===== src/rtl/llr_interleaver.sv =====
// llr_interleaver: ping-pong LLR frame buffer between turbo SISO stages.
// Writes a frame of K LLRs in natural order into one bank while the other
// bank is replayed in QPP-permuted (mode 0) or inverse-permuted (mode 1)
// order. QPP addresses are generated incrementally, without a multiplier.
// Ports:
//   i_clk, i_rst_n            clock, asynchronous active-low reset
//   i_start, i_mode           frame start marker and mode (sampled with i_start)
//   i_valid, i_data, o_ready  write-side stream handshake
//   o_valid, o_data, o_last   read-side stream, o_last on the K-th LLR
//   i_ready                   downstream accept
module llr_interleaver #(
   parameter int unsigned K  = 40,
   parameter int unsigned W  = 8,
   parameter int unsigned F1 = 3,
   parameter int unsigned F2 = 10
) (
   input  logic         i_clk,
   input  logic         i_rst_n,
   input  logic         i_start,
   input  logic         i_mode,
   input  logic         i_valid,
   input  logic [W-1:0] i_data,
   output logic         o_ready,
   output logic         o_valid,
   output logic [W-1:0] o_data,
   output logic         o_last,
   input  logic         i_ready
);

   localparam int unsigned AW = (K > 1) ? $clog2(K) : 1;
   localparam int unsigned MW = AW + 1;
   localparam logic [AW-1:0] G0   = AW'((F1 + F2) % K);
   localparam logic [AW-1:0] D    = AW'((2 * F2) % K);
   localparam logic [AW-1:0] LAST = AW'(K - 1);

   typedef enum logic {W_IDLE = 1'b0, W_FILL = 1'b1} wstate_t;
   typedef enum logic {R_IDLE = 1'b0, R_READ = 1'b1} rstate_t;

   // (a + b) mod K for operands already reduced mod K
   function automatic logic [AW-1:0] mod_add(input logic [AW-1:0] a, input logic [AW-1:0] b);
      logic [AW:0] s;
      s = {1'b0, a} + {1'b0, b};
      if (s >= MW'(K)) s = s - MW'(K);
      return s[AW-1:0];
   endfunction

   // Flat RAM index: bank 1 occupies entries K..2K-1
   function automatic logic [MW-1:0] idx(input logic bank, input logic [AW-1:0] addr);
      return bank ? (MW'(K) + MW'(addr)) : MW'(addr);
   endfunction

   wstate_t       wstate, wstate_n;
   logic [AW-1:0] wcnt, wcnt_n, wpi, wpi_n, wg, wg_n, w_addr;
   logic          wbank, wbank_n, w_hs, w_en, w_fin;
   logic [1:0]    mode, mode_n;

   rstate_t       rstate, rstate_n;
   logic [AW-1:0] rcnt, rcnt_n, rpi, rpi_n, rg, rg_n, r_addr, r_pi, r_g;
   logic          rbank, rbank_n, r_en, r_fin, pop, issue_ok;
   logic [1:0]    occ;

   logic [1:0]    full, full_n;

   logic [W-1:0]  mem [2*K];
   logic [W-1:0]  ram_q, skid_data;
   logic          p1_valid, p1_last, skid_valid, skid_last;

   // Write side: element 0 on i_start, then count/QPP step per handshake
   always_comb begin
      wstate_n = wstate;
      wcnt_n   = wcnt;
      wpi_n    = wpi;
      wg_n     = wg;
      wbank_n  = wbank;
      mode_n   = mode;
      w_en     = 1'b0;
      w_fin    = 1'b0;
      w_addr   = '0;
      w_hs     = i_valid & o_ready;
      if (w_hs && i_start) begin
         w_en           = 1'b1;
         wcnt_n         = AW'(1);
         wpi_n          = G0;
         wg_n           = mod_add(G0, D);
         mode_n[wbank]  = i_mode;
         wstate_n       = W_FILL;
      end else if (w_hs && (wstate == W_FILL)) begin
         w_en   = 1'b1;
         w_addr = mode[wbank] ? wpi : wcnt;
         wcnt_n = wcnt + AW'(1);
         wpi_n  = mod_add(wpi, wg);
         wg_n   = mod_add(wg, D);
         if (wcnt == LAST) begin
            w_fin    = 1'b1;
            wbank_n  = ~wbank;
            wstate_n = W_IDLE;
            wcnt_n   = '0;
            wpi_n    = '0;
            wg_n     = '0;
         end
      end
   end

   // Read side: issue a RAM read only when the output stage plus skid
   // register can absorb it even if downstream stalls next cycle.
   always_comb begin
      rstate_n = rstate;
      rcnt_n   = rcnt;
      rpi_n    = rpi;
      rg_n     = rg;
      rbank_n  = rbank;
      r_fin    = 1'b0;
      pop      = o_valid & i_ready;
      occ      = 2'(o_valid) + 2'(skid_valid) + 2'(p1_valid) - 2'(pop);
      issue_ok = (occ <= 2'd1);
      r_pi     = (rcnt == '0) ? '0 : rpi;
      r_g      = (rcnt == '0) ? G0 : rg;
      r_addr   = mode[rbank] ? rcnt : r_pi;
      r_en     = full[rbank] & issue_ok;
      if ((rstate == R_IDLE) && full[rbank]) rstate_n = R_READ;
      if (r_en) begin
         rcnt_n = rcnt + AW'(1);
         rpi_n  = mod_add(r_pi, r_g);
         rg_n   = mod_add(r_g, D);
         if (rcnt == LAST) begin
            r_fin    = 1'b1;
            rbank_n  = ~rbank;
            rcnt_n   = '0;
            rpi_n    = '0;
            rg_n     = '0;
            // Continue straight into the other bank if it is (becoming) full
            rstate_n = (full[~rbank] || (w_fin && (wbank != rbank))) ? R_READ : R_IDLE;
         end
      end
   end

   // Full flags: write-finish and read-finish always hit different banks
   always_comb begin
      full_n = full;
      if (w_fin) full_n[wbank] = 1'b1;
      if (r_fin) full_n[rbank] = 1'b0;
   end

   // Frame RAM, synchronous read
   always_ff @(posedge i_clk) begin
      if (w_en) mem[idx(wbank, w_addr)] <= i_data;
      if (r_en) ram_q <= mem[idx(rbank, r_addr)];
   end

   // State registers and two-entry output stage (output reg + skid)
   always_ff @(posedge i_clk or negedge i_rst_n) begin
      if (!i_rst_n) begin
         wstate     <= W_IDLE;
         wcnt       <= '0;
         wpi        <= '0;
         wg         <= '0;
         wbank      <= 1'b0;
         mode       <= '0;
         rstate     <= R_IDLE;
         rcnt       <= '0;
         rpi        <= '0;
         rg         <= '0;
         rbank      <= 1'b0;
         full       <= '0;
         o_ready    <= 1'b1;
         p1_valid   <= 1'b0;
         p1_last    <= 1'b0;
         skid_valid <= 1'b0;
         skid_data  <= '0;
         skid_last  <= 1'b0;
         o_valid    <= 1'b0;
         o_data     <= '0;
         o_last     <= 1'b0;
      end else begin
         wstate   <= wstate_n;
         wcnt     <= wcnt_n;
         wpi      <= wpi_n;
         wg       <= wg_n;
         wbank    <= wbank_n;
         mode     <= mode_n;
         rstate   <= rstate_n;
         rcnt     <= rcnt_n;
         rpi      <= rpi_n;
         rg       <= rg_n;
         rbank    <= rbank_n;
         full     <= full_n;
         o_ready  <= ~full_n[wbank_n];
         p1_valid <= r_en;
         p1_last  <= r_en && (rcnt == LAST);
         if (pop) begin
            if (skid_valid) begin
               o_data     <= skid_data;
               o_last     <= skid_last;
               skid_valid <= p1_valid;
               skid_data  <= ram_q;
               skid_last  <= p1_last;
            end else begin
               o_valid <= p1_valid;
               o_last  <= p1_valid & p1_last;
               if (p1_valid) o_data <= ram_q;
            end
         end else if (!o_valid) begin
            if (p1_valid) begin
               o_valid <= 1'b1;
               o_data  <= ram_q;
               o_last  <= p1_last;
            end
         end else if (p1_valid) begin
            skid_valid <= 1'b1;
            skid_data  <= ram_q;
            skid_last  <= p1_last;
         end
      end
   end

endmodule

===== config.mk =====
export PLATFORM = sky130hd
export DESIGN_NAME = llr_interleaver
export DESIGN_NICKNAME = d
export VERILOG_FILES = /design/src/rtl/llr_interleaver.sv
export SDC_FILE = /design/constraint.sdc
export NUM_CORES = 1
export LEC_CHECK = 0
export CAP_MARGIN = 15
export CORE_ASPECT_RATIO = 1.25
export CORE_MARGIN = 1
export CORE_UTILIZATION = 50
export CTS_BUF_LIST = sky130_fd_sc_hd__clkbuf_8
export CTS_CLUSTER_SIZE = 20
export DETAILED_ROUTE_END_ITERATION = 10
export HOLD_SLACK_MARGIN = 0.1
export PLACE_DENSITY = 0.69
export SETUP_SLACK_MARGIN = 0.15
export SLEW_MARGIN = 10
export SYNTH_ARGS = -nofsm -noshare
export SYNTH_HDL_FRONTEND = slang
export SYNTH_SLANG_ARGS = --single-unit

===== constraint.sdc =====
create_clock -name i_clk -period 4.5 [get_ports i_clk]
set_input_delay 1.35 -clock i_clk [delete_from_list [all_inputs] [get_ports i_clk]]
set_output_delay 1.35 -clock i_clk [all_outputs]
set_load 0.05 [all_outputs]

==> flow_summary_export.csv <==
group,metric,value,unit
outcome,status,"finished clean",
final_layout,instances_no_fill,3228,
worst_setup_path,r2r_slack,280,ps
synth,yosysSeqAreaShare,70.0,%
worst_setup_path,criticalPathCategory,"register to register",
final_layout,fin_area,0.0340,mm²
worst_setup_path,startpoint_type,"register",
final_layout,fillers,4674,
routing,totalWireLength,82.1,mm
routing,drt_iter0_markers,2153,
synth,yosysTopAreaCell,"edfxtp_1",
worst_setup_path,worstReg2RegStart,"rcnt[1]",
synth,ys.flop_type,"edfxtp_1",
synth,netlist_top_cells_count,"edfxtp_1 (648), nand2_1 (340), nor2_1 (120)",
routing,antenna_left,0,
synth,ys.warnings.count,0,
min_path,holdPathEnd,"o_data[7]",
routing,wire_per_inst,25.4,µm
die,die_height,276,µm
final_layout,area_growth,13.1,%
die,start_util,50.5,%
min_path,min_path_cells,1,
die,die_width,221,µm
final_layout,post-route-util,57.2,%
worst_setup_path,cp-end-kind,"register",
synth,synth_edf_count,648,
grt,grt_first_pass_wirelength,122,mm
die,io-pin-count,25,
timing,setup_viol,0,
synth,yosysUniqueCellTypes,82,
die,coreArea,0.0596,mm²
synth,netlist.area_leader.share,64.6,%
place,port_buffers,24,
synth,syn_area_per_cell,13.7,µm²
pwr,cellLeakagePower,12.6,nW
worst_setup_path,critPathLaunch,"rcnt[1]",
routing,drc,0,
final_layout,nNetsFinal,2420,
pwr,powerDensity,383,mW/mm²
die,dieArea,0.0612,mm²
pwr,ir_worst_vdd,179,µV
clocking,clock-root-buffer,"clkbuf_8",
place,gp_congestion,1.02,
synth,netlist_instances,2196,
flow_run,max-cap-violations,0,
worst_setup_path,reg2reg_depth,14,
worst_setup_path,crit_arrival,4750,ps
timing,hold_slack,483,ps
place,placed_cells,3035,
timing,period_needed,4220,ps
synth,synth_area,0.0301,mm²
synth,synth_fp_nets,2239,
worst_setup_path,timing.rr.end,"ram_q[0]",
place,placed_area,0.0322,mm²
timing,grt_setup_unrepaired,"false",
clocking,cts_tree,"built",
synth,async_flop_share,8.99,%
place,hpwl,52.6,mm
grt,grt_max_degree,81,
clocking,cts-htree-levels,3,
timing,period_share,93.7,%
clocking,cts.sinks,712,
min_path,hp-class,"register to register",
timing,slew_headroom,25.5,%
synth,synth_area_leaders,"edfxtp_1 (65%), dfrtp_1 (5.2%), nand2_1 (4.2%), mux2i_1 (3.0%), and3_1 (2.0%)",
clocking,cts_buffers,103,
clocking,clock_path_buffers,3,
routing,vias,19824,
min_path,holdCritStartpoint,"o_data[7]",
grt,first_global_vias,19775,
die,rows,100,
timing,hold_viol,0,
timing,fmax,0.237,GHz
timing,maxSlewViolCount,0,
final_layout,drive_above_1_share,15.7,%
timing,clock_skew,31.2,ps
clocking,clock_latency,710,ps
grt,antenna_found_initial,1,
routing,firstDrtPassIters,5,
grt,grtUsageTotal,26.9,%
worst_setup_path,critPathMaxFanout,12,
synth,synth.most_common_cell,"edfxtp_1",
worst_setup_path,cp.required,5030,ps
grt,overflow,0,
synth,synth_seq_cells,712,
clocking,clkTransAtPathRegs,60,ps
routing,vias_per_cell,6.14,
timing,tightest_slew,1120,ps
[cell families after synthesis]
kind of cell / synth area share (%)
compound gates: 9.87
xor+xnor: 0.727
fa+ha+maj: 1.23
buf+inv: 2.39
flops: 70.0
mux: 5.03
simple gates: 10.8
[what timing repair did]
item	in CTS	in global routing
endpoints found under the setup margin	0	2
buffers inserted	0	2
resized for setup	0	1
hold buffers	0	0
[worst max-delay path: stages, from the launching register on]
cell      delay, ps
dfrtp_1         520
inv_1           140
ha_1            300
a211oi_1        440
a21o_1          130
ha_1            220
a21oi_1         120
o31a_1          350
buf_4           310
inv_1           100
nand2_1         270
o32ai_1         200
buf_4           210
nor4_1          480
a211o_1         250
[state kept, by name, summed over array words and instances, names as in the netlist, 2 cells and up]
name,count
full,2
mem,640
mode,2
o_data,8
ram_q,8
rcnt,6
rg,6
rpi,6
skid_data,8
wcnt,6
wg,5
wpi,6
[area by class of cell]
class	instances	area [µm²]	area share, %
Inverter	26	97.6	0.287
Clock buffer	105	1450	4.25
Antenna cell	1	2.50	0.00735
Clock inverter	85	400	1.18
Sequential cell	712	21100	61.9
Multi-Input combinational cell	1332	8370	24.6
Timing Repair Buffer	202	1710	5.03
Tap cell	765	957	2.81
[metrics by stage]
| step | TNS [ps] | power (W) | worst slack [ps] |
|---|---|---|---|
| after detailed placement | -4810 | 0.00849 | -170 |
| after floorplan | 0 | 0.00809 | 423 |
| after CTS | 0 | 0.0131 | 351 |
| final | 0 | 0.0130 | 285 |
| after global placement | 0 | 0.00845 | 15.4 |
| after global routing | 0 | 0.0135 | 177 |
[where the power goes]
| group | leakage (nW) | internal, W | switching [W] |
|---|---|---|---|
| sequential | 6.64 | 0.00733 | 0.0000893 |
| clock | 1.08 | 0.00228 | 0.00239 |
| combinational | 4.91 | 0.000341 | 0.000598 |
[worst max-delay path by stage]
stage	to	cells after the start
final	ram_q[0]	14
after global routing	ram_q[0]	14
after CTS	ram_q[3]	12
after detailed placement	mem[36][4]	10
after global placement	mem[39][0]	10
after floorplan	mem[35][0]	11
[metal layers]
metal | global-route usage, % | vias up | share of wire, %
met5 | 0 | - | 0
met1 | 32.9 | 9807 | 37
met3 | 5.24 | 195 | 8.8
met2 | 45.4 | 1052 | 50
met4 | 13.8 | 0 | 4.6
li1 | - | 8770 | -
[cell usage in the layout (no fill, tap or decap), types with 28 or more instances in the layout]
| master | count |
|---|---|
| a211oi_1 | 47 |
| a21oi_1 | 80 |
| a31oi_1 | 45 |
| and3_1 | 97 |
| buf_4 | 166 |
| clkbuf_8 | 105 |
| clkinv_1 | 32 |
| dfrtp_1 | 63 |
| edfxtp_1 | 648 |
| ha_1 | 28 |
| inv_1 | 62 |
| mux2_2 | 39 |
| mux2i_1 | 89 |
| nand2_1 | 339 |
| nand3_1 | 71 |
| nor2_1 | 119 |
| o21ai_0 | 66 |
| o22ai_1 | 34 |
Note: power is estimated with default switching activity, not from simulation.
